--- config.mk ---
export PLATFORM = sky130hd
export DESIGN_NAME = ps2_key_emitter
export DESIGN_NICKNAME = d
export VERILOG_FILES = /design/src/rtl/ps2_key_emitter.sv
export SDC_FILE = /design/constraint.sdc
export NUM_CORES = 1
export LEC_CHECK = 0
export CAP_MARGIN = 20
export CORE_AREA = 2 2 69 71
export CTS_CLUSTER_SIZE = 16
export DETAILED_ROUTE_END_ITERATION = 16
export DIE_AREA = 0 0 71 73
export PLACE_DENSITY = 0.75
export SETUP_SLACK_MARGIN = 0.5
export SLEW_MARGIN = 10
export SYNTH_ARGS = -nofsm -noshare
export SYNTH_HDL_FRONTEND = slang
export SYNTH_SLANG_ARGS = --single-unit
--- constraint.sdc ---
create_clock -name clk -period 2.6 [get_ports clk]
set_input_delay 0.39 -clock clk [delete_from_list [all_inputs] [get_ports clk]]
set_output_delay 0.39 -clock clk [all_outputs]
set_load 0.02 [all_outputs]
--- src/rtl/ps2_key_emitter.sv ---
// Device-side PS/2 keyboard transmitter: ASCII in, set-2 make/break frames out.
// Define PS2_BREAK_EN to send code, F0, code; otherwise only the make code is sent.
`timescale 1ns/1ps
module ps2_key_emitter #(
  parameter int CLK_DIV    = 2500,
  parameter int GAP_CYCLES = 5000
) (
  input  logic       clk,
  input  logic       rst_n,
  input  logic       char_valid,
  input  logic [7:0] char_in,
  output logic       char_ready,
  output logic       ps2_clk_o,
  output logic       ps2_data_o,
  output logic       busy,
  output logic       unmapped
);

  localparam int CNT_MAX = (CLK_DIV > GAP_CYCLES) ? CLK_DIV : GAP_CYCLES;
  localparam int CW      = (CNT_MAX > 1) ? $clog2(CNT_MAX) : 1;
  localparam logic [CW-1:0] DIV_LAST = CW'(CLK_DIV - 1);
  localparam logic [CW-1:0] GAP_LAST = CW'(GAP_CYCLES - 1);
  localparam logic [CW-1:0] CNT_ONE  = CW'(1);
  localparam logic [3:0]    STOP_BIT = 4'd10;

  typedef enum logic [1:0] {
    IDLE,
    SETUP,
    CLK_LO,
    GAP
  } state_t;

  state_t        r_state;
  state_t        w_state_nxt;
  logic [CW-1:0] r_cnt;
  logic [CW-1:0] w_cnt_nxt;
  logic [3:0]    r_bit;
  logic [3:0]    w_bit_nxt;
  logic [7:0]    r_code;
  logic [7:0]    w_code_nxt;
  logic          r_clk;
  logic          w_clk_nxt;
  logic          r_data;
  logic          w_data_nxt;
  logic          r_unmapped;
  logic          w_unmapped_nxt;
  logic [8:0]    w_lookup;
  logic          w_mapped;
  logic [7:0]    w_code;
  logic [7:0]    w_byte;
  logic          w_last_byte;
`ifdef PS2_BREAK_EN
  logic [1:0]    r_byte;
  logic [1:0]    w_byte_nxt;
`endif

  // Result is {mapped, scancode}; upper and lower case letters share a code.
  function automatic logic [8:0] lookupCode(input logic [7:0] c);
    case (c)
      8'h41, 8'h61: lookupCode = {1'b1, 8'h1C};
      8'h42, 8'h62: lookupCode = {1'b1, 8'h32};
      8'h43, 8'h63: lookupCode = {1'b1, 8'h21};
      8'h44, 8'h64: lookupCode = {1'b1, 8'h23};
      8'h45, 8'h65: lookupCode = {1'b1, 8'h24};
      8'h46, 8'h66: lookupCode = {1'b1, 8'h2B};
      8'h47, 8'h67: lookupCode = {1'b1, 8'h34};
      8'h48, 8'h68: lookupCode = {1'b1, 8'h33};
      8'h49, 8'h69: lookupCode = {1'b1, 8'h43};
      8'h4A, 8'h6A: lookupCode = {1'b1, 8'h3B};
      8'h4B, 8'h6B: lookupCode = {1'b1, 8'h42};
      8'h4C, 8'h6C: lookupCode = {1'b1, 8'h4B};
      8'h4D, 8'h6D: lookupCode = {1'b1, 8'h3A};
      8'h4E, 8'h6E: lookupCode = {1'b1, 8'h31};
      8'h4F, 8'h6F: lookupCode = {1'b1, 8'h44};
      8'h50, 8'h70: lookupCode = {1'b1, 8'h4D};
      8'h51, 8'h71: lookupCode = {1'b1, 8'h15};
      8'h52, 8'h72: lookupCode = {1'b1, 8'h2D};
      8'h53, 8'h73: lookupCode = {1'b1, 8'h1B};
      8'h54, 8'h74: lookupCode = {1'b1, 8'h2C};
      8'h55, 8'h75: lookupCode = {1'b1, 8'h3C};
      8'h56, 8'h76: lookupCode = {1'b1, 8'h2A};
      8'h57, 8'h77: lookupCode = {1'b1, 8'h1D};
      8'h58, 8'h78: lookupCode = {1'b1, 8'h22};
      8'h59, 8'h79: lookupCode = {1'b1, 8'h35};
      8'h5A, 8'h7A: lookupCode = {1'b1, 8'h1A};
      8'h30:        lookupCode = {1'b1, 8'h45};
      8'h31:        lookupCode = {1'b1, 8'h16};
      8'h32:        lookupCode = {1'b1, 8'h1E};
      8'h33:        lookupCode = {1'b1, 8'h26};
      8'h34:        lookupCode = {1'b1, 8'h25};
      8'h35:        lookupCode = {1'b1, 8'h2E};
      8'h36:        lookupCode = {1'b1, 8'h36};
      8'h37:        lookupCode = {1'b1, 8'h3D};
      8'h38:        lookupCode = {1'b1, 8'h3E};
      8'h39:        lookupCode = {1'b1, 8'h46};
      8'h20:        lookupCode = {1'b1, 8'h29};
      default:      lookupCode = 9'h000;
    endcase
  endfunction

  // Frame position 0 is the start bit, 1..8 the data LSB first, 9 odd parity, 10 stop.
  function automatic logic frameBit(input logic [3:0] idx, input logic [7:0] b);
    case (idx)
      4'd0:    frameBit = 1'b0;
      4'd1:    frameBit = b[0];
      4'd2:    frameBit = b[1];
      4'd3:    frameBit = b[2];
      4'd4:    frameBit = b[3];
      4'd5:    frameBit = b[4];
      4'd6:    frameBit = b[5];
      4'd7:    frameBit = b[6];
      4'd8:    frameBit = b[7];
      4'd9:    frameBit = ~^b;
      default: frameBit = 1'b1;
    endcase
  endfunction

  assign w_lookup = lookupCode(char_in);
  assign w_mapped = w_lookup[8];
  assign w_code   = w_lookup[7:0];

`ifdef PS2_BREAK_EN
  assign w_byte      = (r_byte == 2'd1) ? 8'hF0 : r_code;
  assign w_last_byte = (r_byte == 2'd2);
`else
  assign w_byte      = r_code;
  assign w_last_byte = 1'b1;
`endif

  // Next-state logic also computes the next line levels so both PS/2 outputs come straight from flops.
  always_comb begin
    w_state_nxt    = r_state;
    w_cnt_nxt      = r_cnt;
    w_bit_nxt      = r_bit;
    w_code_nxt     = r_code;
    w_clk_nxt      = 1'b1;
    w_data_nxt     = 1'b1;
    w_unmapped_nxt = 1'b0;
`ifdef PS2_BREAK_EN
    w_byte_nxt     = r_byte;
`endif
    case (r_state)
      IDLE: begin
        if (char_valid) begin
          if (w_mapped) begin
            w_state_nxt = SETUP;
            w_code_nxt  = w_code;
            w_cnt_nxt   = '0;
            w_bit_nxt   = '0;
            w_data_nxt  = 1'b0;
`ifdef PS2_BREAK_EN
            w_byte_nxt  = 2'd0;
`endif
          end else begin
            w_unmapped_nxt = 1'b1;
          end
        end
      end
      SETUP: begin
        w_data_nxt = r_data;
        if (r_cnt == DIV_LAST) begin
          w_state_nxt = CLK_LO;
          w_cnt_nxt   = '0;
          w_clk_nxt   = 1'b0;
        end else begin
          w_cnt_nxt = r_cnt + CNT_ONE;
        end
      end
      CLK_LO: begin
        w_clk_nxt  = 1'b0;
        w_data_nxt = r_data;
        if (r_cnt == DIV_LAST) begin
          w_cnt_nxt = '0;
          w_clk_nxt = 1'b1;
          if (r_bit == STOP_BIT) begin
            w_state_nxt = GAP;
            w_data_nxt  = 1'b1;
          end else begin
            w_state_nxt = SETUP;
            w_bit_nxt   = r_bit + 4'd1;
            w_data_nxt  = frameBit(r_bit + 4'd1, w_byte);
          end
        end else begin
          w_cnt_nxt = r_cnt + CNT_ONE;
        end
      end
      GAP: begin
        if (r_cnt == GAP_LAST) begin
          w_cnt_nxt = '0;
          if (w_last_byte) begin
            w_state_nxt = IDLE;
          end else begin
            w_state_nxt = SETUP;
            w_bit_nxt   = '0;
            w_data_nxt  = 1'b0;
`ifdef PS2_BREAK_EN
            w_byte_nxt  = r_byte + 2'd1;
`endif
          end
        end else begin
          w_cnt_nxt = r_cnt + CNT_ONE;
        end
      end
      default: w_state_nxt = IDLE;
    endcase
  end

  always_ff @(posedge clk or negedge rst_n) begin
    if (!rst_n) begin
      r_state    <= IDLE;
      r_cnt      <= '0;
      r_bit      <= '0;
      r_code     <= '0;
      r_clk      <= 1'b1;
      r_data     <= 1'b1;
      r_unmapped <= 1'b0;
`ifdef PS2_BREAK_EN
      r_byte     <= '0;
`endif
    end else begin
      r_state    <= w_state_nxt;
      r_cnt      <= w_cnt_nxt;
      r_bit      <= w_bit_nxt;
      r_code     <= w_code_nxt;
      r_clk      <= w_clk_nxt;
      r_data     <= w_data_nxt;
      r_unmapped <= w_unmapped_nxt;
`ifdef PS2_BREAK_EN
      r_byte     <= w_byte_nxt;
`endif
    end
  end

  assign char_ready = (r_state == IDLE);
  assign busy       = (r_state != IDLE);
  assign ps2_clk_o  = r_clk;
  assign ps2_data_o = r_data;
  assign unmapped   = r_unmapped;

endmodule

Word level (Yosys, flattened, before mapping)
Memory sizes are Yosys's and may differ from the RTL's.
Index checks and enable logic that the tools add are counted.
{"block": "op_classes", "add_sub_neg": 2, "bitwise_logic": 1, "reduce_logical": 11, "eq_ne": 21, "n_mux": 29}
{"operator": "$mux 13", "n": 4}
{"operator": "$pmux 13 s3", "n": 1}
{"operator": "$eq 4x3->1 const B", "n": 4}
{"operator": "$mux 4", "n": 4}
{"operator": "$add 13x1->13 const B", "n": 1}
{"operator": "$eq 13x12->1 const B", "n": 1}
{"operator": "$eq 13x13->1 const B", "n": 1}
{"operator": "$eq 4x4->1 const B", "n": 3}
{"operator": "$mux 2", "n": 6}
{"operator": "$ne 2x2->1 const B", "n": 5}
{"operator": "$pmux 1 s10", "n": 1}
{"operator": "$reduce_and 5->1", "n": 2}
{"operator": "$mux 9", "n": 1}
{"operator": "$eq 4x2->1 const B", "n": 2}
{"operator": "$mux 1", "n": 8}
{"operator": "$pmux 2 s4", "n": 1}
{"operator": "$pmux 4 s2", "n": 1}
{"operator": "$reduce_xnor 8->1", "n": 1}
{"operator": "$add 4x1->4 const B", "n": 1}
{"operator": "$eq 2x2->1 const B", "n": 2}
{"operator": "$eq 4x1->1 const B", "n": 1}
{"operator": "$logic_not 4->1", "n": 1}
{"operator": "$reduce_and 2->1", "n": 2}
{"operator": "$reduce_bool 2->1", "n": 2}
{"operator": "8 further kinds", "n": 8}
{"block": "totals", "elab_cells": 72, "memories": 1, "input_bits": 11, "romBits": 1024, "out_inout_bits": 5, "register_bits": 30}
{"memory": "(no name shown)", "depth": 128, "word_bits": 8, "rd": 1, "rd_clocked_by_memory_dff": 0, "write_ports": 0, "line_no": "59", "source": "case (c)"}

Longest topological paths before layout
{"block": "logic_depth", "word_depth": 6, "depth_mapped": 8, "ltp_nobuf": 7}

Worst setup path after synthesis
OpenSTA, ideal clock, no wires.
{"block": "synth_timing", "path_kind": "flip-flop to flip-flop", "from": "reg r_cnt[10]", "to": "reg r_bit[0]", "synth_period_minus_slack_ps": 2018, "path_stages_with_launch": 6, "setup_ps": 125, "n_path_buf": 0, "t_arrival_ps": 1893, "required_ps": 2475, "slack_ps": 582, "path_cell_list": "dfrtp_1 -> or4_4 -> nor4_4 -> and3_4 -> o21ai_2 -> mux2_4"}
{"block": "synth_via", "elab_chain_cells": 3}
{"item": "start: declaration", "line_no": "35", "source": "logic [CW-1:0] r_cnt;"}
{"item": "start signal: assignment", "line_no": "222", "source": "r_cnt <= w_cnt_nxt;"}
{"item": "$eq 13x12->1", "line_no": "172", "source": "if (r_cnt == DIV_LAST) begin"}
{"item": "$ne 2x2->1 (no line)"}
{"item": "$reduce_and 5->1 (no line)"}
{"item": "end signal: assignment", "line_no": "223", "source": "r_bit <= w_bit_nxt;"}
{"item": "end: declaration", "line_no": "37", "source": "logic [3:0] r_bit;"}
No other way between the ends.
A chain may end at the register's enable or synchronous reset.

Worst setup path in the final report
{"block": "layout_timing", "from": "reg r_cnt[10]", "to": "reg r_cnt[12]"}
{"block": "layout_via", "elab_chain_cells": 3, "word_cells_on_any_way": 6, "cone_classes": "add/sub (1); eq/ne (2); mux (3)"}
{"item": "$add 13x1->13 (tied with other cells)", "line_no": "166, 184, 201"}
{"item": "$mux 13 (on tied branches)", "line_no": "188, 161, 172"}
{"item": "$pmux 13 s3 *", "line_no": "142", "source": "case (r_state)"}
Mark *: on every way between the ends. The rest lies on a longest branch, timed or not.

==> flow_summary.json <==
{
  "crit_chain": "or4_4 > o41ai_4 > a21oi_4 > a21o_1 > a22o_1",
  "insertion_delay_ns": 0.28,
  "fp-row-count": 25,
  "p_int_uw": 1460,
  "antenna_found_initial": 0,
  "post-place-ws_ns": 0.0675,
  "stdcell_count": 393,
  "yosysWarnings": 0,
  "grt_max_degree": 30,
  "min_period_ns": 2.15,
  "avgViaCountPerCell": 6.27,
  "clock-sinks": 29,
  "synth-edff-count": 0,
  "sw_frac_of_total_pct": 41.7,
  "leakage_uw": 0.00132,
  "area_growth_pct": 21.9,
  "overflow": 0,
  "grt_pass1_wl_um": 10500,
  "nets": 366,
  "dp_hpwl_um": 4460,
  "cp_max_fo": 7,
  "grt_usage_pct": 25.2,
  "finalWirelength_um": 6410,
  "cap_viol_max_count": 0,
  "ir_drop_uv": 367,
  "vias": 2466,
  "dpl.cell_count": 372,
  "drtIter0Drc": 199,
  "tns_ns": 0,
  "first_pass_iters": 5,
  "hold_viol_final": 0,
  "drc": 0,
  "layout-drive-gt1-share_pct": 23.6,
  "gp_congestion": 0.912,
  "synthArstFlopShare_pct": 100,
  "setup_violations": 0,
  "die_h_um": 73,
  "die_area_um2": 5180,
  "coreArea_um2": 4540,
  "wl_per_cell_um": 16.3,
  "synthCells": 299,
  "initial_core_util_pct": 56.5,
  "rsz0062_at_grt": "true",
  "power_frac_seq_pct": 26.9,
  "ctsRootBufferMaster": "clkbuf_8",
  "run_status": "completed",
  "cp.arrival_ns": 2.31,
  "slowest_stage": "or4_4",
  "p_per_area_nw_per_um2": 799,
  "htree_levels": 2,
  "power.switching_uw": 1040,
  "cts_tree": "built",
  "drv_slew": 0,
  "cp.required_ns": 2.77,
  "path_buf_inv": 0,
  "comb_power_share_pct": 59.0,
  "clk_path_buf_depth": 2,
  "clock_skew_ns": 0.0121,
  "grt_pass1_vias": 2204,
  "place_area_um2": 2860,
  "ys_seq_elements": 29,
  "slew_headroom_pct": 70.9,
  "dr.max_layer_used": "met4",
  "port-buffer-count": 15,
  "whs_ns": 0.498,
  "start_kind": "register",
  "worst_pin_slew_ns": 0.436,
  "synth.distinct_cells": 79,
  "end_kind": "register",
  "synth-seq-area-share_pct": 28.4,
  "fillers": 363,
  "fmax_mhz": 466,
  "synthFlopType": "dfrtp_1",
  "fin_area_um2": 3120,
  "syn_area_um2": 2560,
  "slowest_delay_ns": 0.62,
  "clk_pin_slew_ns": 0.07,
  "setup_ws_ns": 0.453,
  "wl_met1_um": 2980,
  "ios": 16,
  "die_w_um": 71,
  "syn_nets": 327,
  "critPathTopFamily": "compound AO/OA/AOI/OAI gates",
  "routed-wl-met3_um": 274,
  "synth_area_per_cell_um2": 8.57,
  "fin_crit_sh_pct": 82.6,
  "num_antenna_cells": 0,
  "drtAntennaViolNets": 0,
  "dr_wl_met2_um": 3030,
  "p_clk_share_pct": 14.1,
  "cts_buffers": 5,
  "min_path_type": "input port to asynchronous set/reset pin",
  "path_class": "register to register"
}
[layer usage]
metal	up-vias	GRT usage, %
met3	12	3.45
met4	0	8.81
met1	1175	34.9
li1	1192	-
met5	-	0
met2	87	40.6
[logic make-up after synthesis]
logic type / count (synthesis) / synth area share [%]
AND/OR/NAND/NOR: 107 / 23.0
AO/OA/AOI/OAI: 97 / 28.1
buffers and inverters: 31 / 5.22
flip-flops: 29 / 28.4
adder cells (fa/ha/maj): 18 / 8.69
XOR/XNOR: 10 / 3.42
multiplexers: 7 / 3.12
[synth_stat cells (2+ instances only)]
| cell type | number | area, um2 |
|---|---|---|
| ha_1 | 17 | 213 |
| a2111oi_0 | 2 | 17.5 |
| or2_2 | 2 | 12.5 |
| o2bb2ai_1 | 2 | 17.5 |
| dfrtp_1 | 27 | 676 |
| dfstp_2 | 2 | 52.6 |
| a21o_2 | 2 | 17.5 |
| nand3_1 | 13 | 65.1 |
| o31ai_1 | 3 | 22.5 |
| mux2i_1 | 2 | 20.0 |
| and3_1 | 2 | 12.5 |
| mux2_2 | 4 | 45.0 |
| xnor2_1 | 7 | 61.3 |
| a31oi_1 | 6 | 37.5 |
| a21o_1 | 2 | 15.0 |
| a22oi_1 | 3 | 22.5 |
| and2_1 | 3 | 18.8 |
| nor2b_1 | 3 | 18.8 |
| o21ai_0 | 13 | 65.1 |
| a21oi_1 | 16 | 80.1 |
| a211oi_1 | 2 | 15.0 |
| o41ai_1 | 2 | 17.5 |
| clkbuf_1 | 12 | 45.0 |
| o21ai_1 | 5 | 25.0 |
| nor3_1 | 6 | 30.0 |
| a32o_1 | 2 | 20.0 |
| nor4_1 | 2 | 12.5 |
| nand2b_1 | 3 | 18.8 |
| or3_1 | 2 | 12.5 |
| o211ai_1 | 3 | 22.5 |
| inv_1 | 12 | 45.0 |
| buf_2 | 3 | 15.0 |
| nor2_1 | 24 | 90.1 |
| xor2_1 | 3 | 26.3 |
| o22ai_1 | 3 | 18.8 |
| nand2_1 | 29 | 109 |
| a22o_1 | 8 | 70.1 |
| a32oi_1 | 4 | 35.0 |
| nand3b_1 | 3 | 22.5 |
[placed cells by master (no fill, tap or decap), types with 3 or more instances in the layout]
cell type / n
o21ai_1: 5
o22ai_1: 3
clkdlybuf4s50_1: 8
a32oi_1: 4
o211ai_1: 3
a22oi_1: 3
nor2_1: 24
nand2b_1: 3
nand3_1: 13
mux2_2: 4
a22o_1: 8
ha_1: 16
o21ai_0: 12
xor2_1: 3
xnor2_1: 7
dfrtp_1: 24
buf_4: 34
clkbuf_8: 5
inv_1: 12
nand3b_1: 3
nor3_1: 6
a31oi_1: 6
nand2_1: 28
dlygate4sd2_1: 3
nor2b_1: 3
o31ai_1: 3
clkbuf_1: 3
a21oi_1: 16
dfrtp_2: 3
[state kept, by name, indices dropped and copies added (netlist names)]
register / flops
r_bit: 4
unmapped: 1
r_state: 2
ps2_clk_o: 1
r_cnt: 13
ps2_data_o: 1
r_code: 7
[per-stage QoR]
step           power (uW)  util (%)
2_1_floorplan        1570         -
3_3_place_gp         1870      63.1
3_5_place_dp         1900      63.1
4_1_cts              2310      66.2
5_1_grt              2660      68.9
6_report             2500      68.9
[final timing paths]
| check | from | to | slack (ns) | cells past startpoint |
|---|---|---|---|---|
| worst max-delay path | r_cnt[10] | r_cnt[12] | 0.45 | 5 |
| max in group asynchronous | rst_n | ps2_data_o | 1.78 | 2 |
| worst max register to register | r_cnt[10] | r_cnt[12] | 0.45 | 5 |
| worst min register to register | r_cnt[1] | r_cnt[1] | 0.51 | 2 |
| worst min-delay path | rst_n | r_cnt[7] | 0.50 | 2 |
| min in group clk | r_cnt[1] | r_cnt[1] | 0.51 | 2 |
[repair_timing]
item / 4_1_cts / 5_1_grt
setup endpoints to repair: 23 / 22
gates resized for setup: 15 / 19
hold buffers: 0 / 0
buffers inserted: 3 / 9
pin swaps: 5 / 13
gates cloned: 1 / 0
[final cells by class]
class                      instances  area, um2  area share, %
tap                               54       67.6           2.16
timing repair buffer              50        402           12.9
clock buffer                       8       80.1           2.56
sequential                        29        732           23.4
multi-input combinational        239       1790           57.4
inverter                          13       48.8           1.56
[power by group through the flow]
stage / sequential (uW) / clock [uW] / combinational [uW]
2_1_floorplan: 678 / 0 / 894
3_3_place_gp: 678 / 0 / 1190
3_5_place_dp: 680 / 0 / 1220
4_1_cts: 673 / 356 / 1280
5_1_grt: 689 / 378 / 1590
6_report: 672 / 352 / 1470
Note: power is estimated with default switching activity, not from simulation.
